===== config.mk =====
export PLATFORM = sky130hd
export DESIGN_NAME = mc_ctrl
export DESIGN_NICKNAME = d
export VERILOG_FILES = /design/src/rtl/mc_ctrl.sv
export SDC_FILE = /design/constraint.sdc
export NUM_CORES = 1
export LEC_CHECK = 0
export ABC_CLOCK_PERIOD_IN_PS = 2500
export BUFFER_PORTS_ARGS = -buffer_cell sky130_fd_sc_hd__buf_4
export CAP_MARGIN = 10
export CORE_AREA = 3 3 40 42
export DETAILED_ROUTE_END_ITERATION = 10
export DIE_AREA = 0 0 43 45
export PLACE_DENSITY = 0.77
export SKIP_LAST_GASP = 1
export SLEW_MARGIN = 40
export SYNTH_ARGS = -nofsm -noshare
export SYNTH_HDL_FRONTEND = slang
export SYNTH_SLANG_ARGS = --single-unit

===== constraint.sdc =====
create_clock -name clk -period 2.5 [get_ports clk]
set_input_delay 0.25 -clock clk [delete_from_list [all_inputs] [get_ports clk]]
set_output_delay 0.25 -clock clk [all_outputs]
set_load 0.01 [all_outputs]

===== src/rtl/mc_ctrl.sv =====
// mc_ctrl: multi-cycle control FSM for the MIPS datapath (PC, IM, GRF, EXT, ALU, DM).
// Each instruction is sequenced through FETCH/DECODE/EXEC/MEM/WB. For every step the
// block produces the datapath selects and write enables. DM accesses wait on mem_ready.
//
// Optional feature macro: MC_PERF_CNT_EN adds the instret/cycles performance counters.
//
// Ports:
//   clk        in   rising-edge clock
//   reset      in   asynchronous active-low reset
//   special    in   [5:0] opcode field of the registered IR
//   funct      in   [5:0] funct field of the registered IR
//   zero       in   ALU equality flag (used by beq)
//   mem_ready  in   DM access complete, sampled only in MEM
//   pc_we      out  PC write enable
//   pc_src     out  [1:0] 00 PC+4, 01 branch target, 10 j/jal target, 11 rs
//   ir_we      out  IR load
//   grf_we     out  GRF write enable
//   s_Wreg     out  [1:0] 00 rt, 01 rd, 10 $31
//   s_Wdata    out  [1:0] 00 ALU, 01 DM read data, 10 link
//   EXT_s      out  ALU B operand: 1 extended imm16, 0 rt
//   zero_EXT_s out  1 zero-extend imm16, 0 sign-extend
//   alu_op     out  [2:0] 000 add, 001 sub, 010 or, 011 lui
//   mem_req    out  DM access request
//   mem_we     out  DM write, meaningful only with mem_req
//   state      out  [2:0] current state (debug)
//   illegal    out  sticky unsupported-instruction flag
//   instret    out  [31:0] retired instructions (MC_PERF_CNT_EN only)
//   cycles     out  [31:0] clock count (MC_PERF_CNT_EN only)
module mc_ctrl (
  input  logic       clk,
  input  logic       reset,
  input  logic [5:0] special,
  input  logic [5:0] funct,
  input  logic       zero,
  input  logic       mem_ready,
  output logic       pc_we,
  output logic [1:0] pc_src,
  output logic       ir_we,
  output logic       grf_we,
  output logic [1:0] s_Wreg,
  output logic [1:0] s_Wdata,
  output logic       EXT_s,
  output logic       zero_EXT_s,
  output logic [2:0] alu_op,
  output logic       mem_req,
  output logic       mem_we,
  output logic [2:0] state,
  output logic       illegal
`ifdef MC_PERF_CNT_EN
  ,
  output logic [31:0] instret,
  output logic [31:0] cycles
`endif
);

  typedef enum logic [2:0] {
    StFetch  = 3'd0,
    StDecode = 3'd1,
    StExec   = 3'd2,
    StMem    = 3'd3,
    StWb     = 3'd4
  } state_e;

  state_e state_q, state_d;
  logic   illegal_q;

  // Instruction decode
  logic is_rtype;
  logic is_addu, is_subu, is_jr, is_nop;
  logic is_ori, is_lui, is_lw, is_sw, is_beq, is_j, is_jal;
  logic is_legal;
  logic dec_done;

  always_comb begin
    is_rtype = (special == 6'b000000);
    is_addu  = is_rtype && (funct == 6'b100001);
    is_subu  = is_rtype && (funct == 6'b100011);
    is_jr    = is_rtype && (funct == 6'b001000);
    is_nop   = is_rtype && (funct == 6'b000000);
    is_ori   = (special == 6'b001101);
    is_lui   = (special == 6'b001111);
    is_lw    = (special == 6'b100011);
    is_sw    = (special == 6'b101011);
    is_beq   = (special == 6'b000100);
    is_j     = (special == 6'b000010);
    is_jal   = (special == 6'b000011);
    is_legal = is_addu | is_subu | is_jr | is_nop | is_ori | is_lui |
               is_lw | is_sw | is_beq | is_j | is_jal;
    // Instructions that complete in DECODE
    dec_done = is_j | is_jal | is_jr | is_nop | ~is_legal;
  end

  // Next-state logic
  always_comb begin
    state_d = StFetch;
    case (state_q)
      StFetch:  state_d = StDecode;
      StDecode: state_d = dec_done ? StFetch : StExec;
      StExec: begin
        if (is_addu | is_subu | is_ori | is_lui) begin
          state_d = StWb;
        end else if (is_lw | is_sw) begin
          state_d = StMem;
        end else begin
          state_d = StFetch;
        end
      end
      StMem: begin
        if (!mem_ready) begin
          state_d = StMem;
        end else if (is_lw) begin
          state_d = StWb;
        end else begin
          state_d = StFetch;
        end
      end
      StWb:    state_d = StFetch;
      default: state_d = StFetch;
    endcase
  end

  always_ff @(posedge clk or negedge reset) begin
    if (!reset) begin
      state_q   <= StFetch;
      illegal_q <= 1'b0;
    end else begin
      state_q <= state_d;
      if (state_q == StDecode && !is_legal) begin
        illegal_q <= 1'b1;
      end
    end
  end

  // Output decode. Everything is forced low while reset is asserted so that the
  // FETCH encoding held during reset never strobes the IR or PC.
  logic [2:0] alu_op_x;
  logic       ext_x;
  logic       zext_x;

  always_comb begin
    alu_op_x = 3'b000;
    ext_x    = 1'b0;
    zext_x   = 1'b0;
    if (is_subu | is_beq) begin
      alu_op_x = 3'b001;
    end else if (is_ori) begin
      alu_op_x = 3'b010;
      ext_x    = 1'b1;
      zext_x   = 1'b1;
    end else if (is_lui) begin
      alu_op_x = 3'b011;
      ext_x    = 1'b1;
    end else if (is_lw | is_sw) begin
      ext_x    = 1'b1;
    end
  end

  always_comb begin
    pc_we      = 1'b0;
    pc_src     = 2'b00;
    ir_we      = 1'b0;
    grf_we     = 1'b0;
    s_Wreg     = 2'b00;
    s_Wdata    = 2'b00;
    EXT_s      = 1'b0;
    zero_EXT_s = 1'b0;
    alu_op     = 3'b000;
    mem_req    = 1'b0;
    mem_we     = 1'b0;
    if (reset) begin
      case (state_q)
        StFetch: begin
          ir_we = 1'b1;
          pc_we = 1'b1;
        end
        StDecode: begin
          if (is_j | is_jal) begin
            pc_we  = 1'b1;
            pc_src = 2'b10;
          end
          if (is_jal) begin
            grf_we  = 1'b1;
            s_Wreg  = 2'b10;
            s_Wdata = 2'b10;
          end
          if (is_jr) begin
            pc_we  = 1'b1;
            pc_src = 2'b11;
          end
        end
        StExec: begin
          alu_op     = alu_op_x;
          EXT_s      = ext_x;
          zero_EXT_s = zext_x;
          if (is_beq && zero) begin
            pc_we  = 1'b1;
            pc_src = 2'b01;
          end
        end
        StMem: begin
          alu_op     = alu_op_x;
          EXT_s      = ext_x;
          zero_EXT_s = zext_x;
          mem_req    = 1'b1;
          mem_we     = is_sw;
        end
        StWb: begin
          alu_op     = alu_op_x;
          EXT_s      = ext_x;
          zero_EXT_s = zext_x;
          grf_we     = 1'b1;
          s_Wreg     = (is_addu | is_subu) ? 2'b01 : 2'b00;
          s_Wdata    = is_lw ? 2'b01 : 2'b00;
        end
        default: ;
      endcase
    end
  end

  assign state   = state_q;
  assign illegal = illegal_q;

`ifdef MC_PERF_CNT_EN
  logic [31:0] instret_q, cycles_q;

  always_ff @(posedge clk or negedge reset) begin
    if (!reset) begin
      instret_q <= 32'd0;
      cycles_q  <= 32'd0;
    end else begin
      cycles_q <= cycles_q + 32'd1;
      if (state_q != StFetch && state_d == StFetch) begin
        instret_q <= instret_q + 32'd1;
      end
    end
  end

  assign instret = instret_q;
  assign cycles  = cycles_q;
`endif

endmodule


==> impl_metrics.tcl <==
set metrics [dict create \
    finalCriticalPeriod_ns 2.07 \
    crit_family "buffers and inverters" \
    rows 13 \
    cts_buffers 3 \
    cp-start-kind "primary input" \
    coreArea_um2 1280 \
    pwr_density_cell_nw_per_um2 431 \
    setup_viol 0 \
    worst-path-stages 7 \
    die_x_um 43 \
    fin_util 0.636 \
    grt_pass1_wl_um 2560 \
    antennaDiodeCount 0 \
    dp_hpwl_um 1250 \
    top_layer_used "met3" \
    required_ns 2.25 \
    crit_arrival_ns 1.82 \
    cpMostUsedCell "buf_4" \
    synthToLayoutAreaGrowth_pct 53.3 \
    slowest_delay_ns 0.56 \
    cp_slowest_cell "dlygate4sd3_1" \
    place.gp.congestion 0.836 \
    final_max_slew_viol_count 0 \
    yosys_warnings 0 \
    drt_iter0_drc 3 \
    ff2ff_path_depth 3 \
    viasPerCell 5.39 \
    wl_per_cell_um 13.2 \
    drc 0 \
    dieHeight_um 45 \
    maxCapViolCount 0 \
    placed_area_um2 785 \
    io_buffers 34 \
    rsz0062_at_grt "no" \
    crit_path_end_kind "output port" \
    clockBufferDepth 2 \
    cts_sinks 4 \
    grt_max_degree 13 \
    die_area_um2 1940 \
    status "complete, no violations" \
    final.setup.tns_ns 0 \
    period_share 0.827 \
    dr_wl_met2_um 777 \
    skew_ns 0.000358 \
    path_clk_slew_ns 0.03 \
    cts_tree "built" \
    wl_met1_um 658 \
    drive_gt1_frac 0.415 \
    hold_class "in -> reg" \
    hold_viol 0 \
    insertion_delay_ns 0.23 \
    syn-instance-count 72 \
    syn_nets 88 \
    post_synth_main_area_contributors "dfrtp_1 (19%), nor3_1 (6.6%), nand3_1 (4.7%)" \
    postRouteAntennaNets 0 \
    via_count 652 \
    wl_met3_um 157 \
    drtPass1Iterations 4 \
    setup_slack_ns 0.433 \
    reg2reg_slack_ns 1.26 \
    grt_pass1_vias 614 \
    htreeDepth 1 \
    hold_path_end "state[0]" \
    synth_seq_cells 4 \
    io_pins 36 \
    cp_cell_sequence "dlygate4sd3_1 > buf_4 > nor2b_1 > nand3_1 > nor3_1 > or3_1 > buf_4" \
    worst-path-max-fanout 8 \
    reg2reg_to "state[1]" \
    overflow 0 \
    routed_wirelength_um 1590 \
    synth_top_area_frac 0.188 \
    min_path_cells 4 \
    leakage_uw 0.000395 \
    netlist_area_um2 533 \
    fmax_mhz 484 \
    initial_core_util 0.415 \
    antenna_found_initial 0 \
    ys_types 35 \
    nNetsFinal 124 \
    cts_root_buf "clkbuf_4" \
    placed_cells 117 \
    grtUsageTotal 0.174 \
    avgSynthCellArea_um2 7.40 \
    layout.cells.non_filler 121 \
    post-synth-top-area-cell "dfrtp_1" \
    fin_area_um2 817 \
    crit_type "in -> out" \
    path_buf_inv 3 \
    ir_worst_vdd_v 0.000312 \
    pre_cts_slack_ns 0.598 \
    hold_start "mem_ready" \
    synth.yosys.seq_area_share 0.188 \
    rr_startpoint "state[0]" \
]
-- synthesized netlist by cell type --
master,n
o211a_1,1
nor3_1,7
or3_1,1
a21oi_2,1
mux2i_1,2
nor2b_1,3
a211o_1,1
a21oi_1,2
nand4bb_1,1
and3_1,2
o21bai_1,2
or4b_4,1
nor3b_1,2
nand4b_1,1
nor4_1,3
dfrtp_1,4
or4_1,1
buf_4,2
nand2_2,1
inv_1,4
o2bb2ai_1,1
and2_1,2
o21ai_0,2
nand2_1,3
nand3b_1,2
nor2_1,6
nand4_1,1
o21ai_2,1
or2_2,1
a21o_1,1
o21ba_2,1
clkbuf_1,2
conb_1,1
o31ai_4,1
nand3_1,5
-- worst min-delay path: stages --
cell and delay, ns:
buf_4 0.09, inv_1 0.07, nand3_1 0.09, a21oi_2 0.05
-- layout by cell type, fill, tap and decap left out, types with 2 or more instances in the layout --
cell type  count
a21oi_1        2
and2_1         2
and3_1         2
buf_4         34
clkbuf_4       3
dfrtp_1        4
inv_1          4
mux2i_1        2
nand2_1        3
nand3_1        5
nand3b_1       2
nor2_1         6
nor2b_1        3
nor3_1         7
nor3b_1        2
nor4_1         3
o21ai_0        2
o21bai_1       2
-- cell families (layout without fill, tap and decap cells) --
family	count (synthesis)	count (layout)	share of synthesized area
DFF	4	4	0.188
other	1	1	0.00704
buffers and inverters	8	42	0.0704
muxes	2	2	0.0376
AOI/OAI and AO/OA	14	14	0.223
and+or+nand+nor	43	43	0.474
-- repair_timing --
item                                   CTS  global route
hold buffers                             1             0
buffers inserted                         0             0
gates resized for setup                  0             0
endpoints found under the hold margin    4             0
-- registers in the layout (all words and copies together), names as in the netlist --
signal   count
illegal      1
state        3
-- power by group --
group	internal [µW]	total [µW]	switching, µW
clock network	53.4	75.3	21.9
registers	75.3	112	37.0
logic	94.3	165	70.5
-- metrics by stage --
stage / hold WS, ns / power, µW
after global routing: 0.392 / 375
after global placement: 0.0615 / 273
after detailed placement: 0.0616 / 276
after CTS: 0.352 / 357
final: 0.356 / 352
after floorplan: -0.0456 / 204
-- layer usage --
layer,global-route usage,up-vias
met1,0.202,296
met3,0.0518,0
li1,-,334
met2,0.299,22
met5,0,-
met4,0.0723,0
-- worst max-delay path by stage --
stage | start | slack (ns) | to
after floorplan | state[1] | 0.84 | zero_EXT_s
after global placement | special[1] | 0.68 | alu_op[0]
after detailed placement | special[1] | 0.60 | alu_op[0]
after CTS | state[0] | 0.44 | alu_op[0]
after global routing | reset | 0.34 | pc_we
final | reset | 0.43 | pc_we
-- layout make-up --
class | count | area (µm²)
fill | 120 | 468
timing repair buffer | 35 | 265
clock buffer | 3 | 22.5
tap | 15 | 18.8
inverter | 4 | 15.0
multi-input combinational | 60 | 395
sequential | 4 | 100
Power figures use the tool's default switching activity.
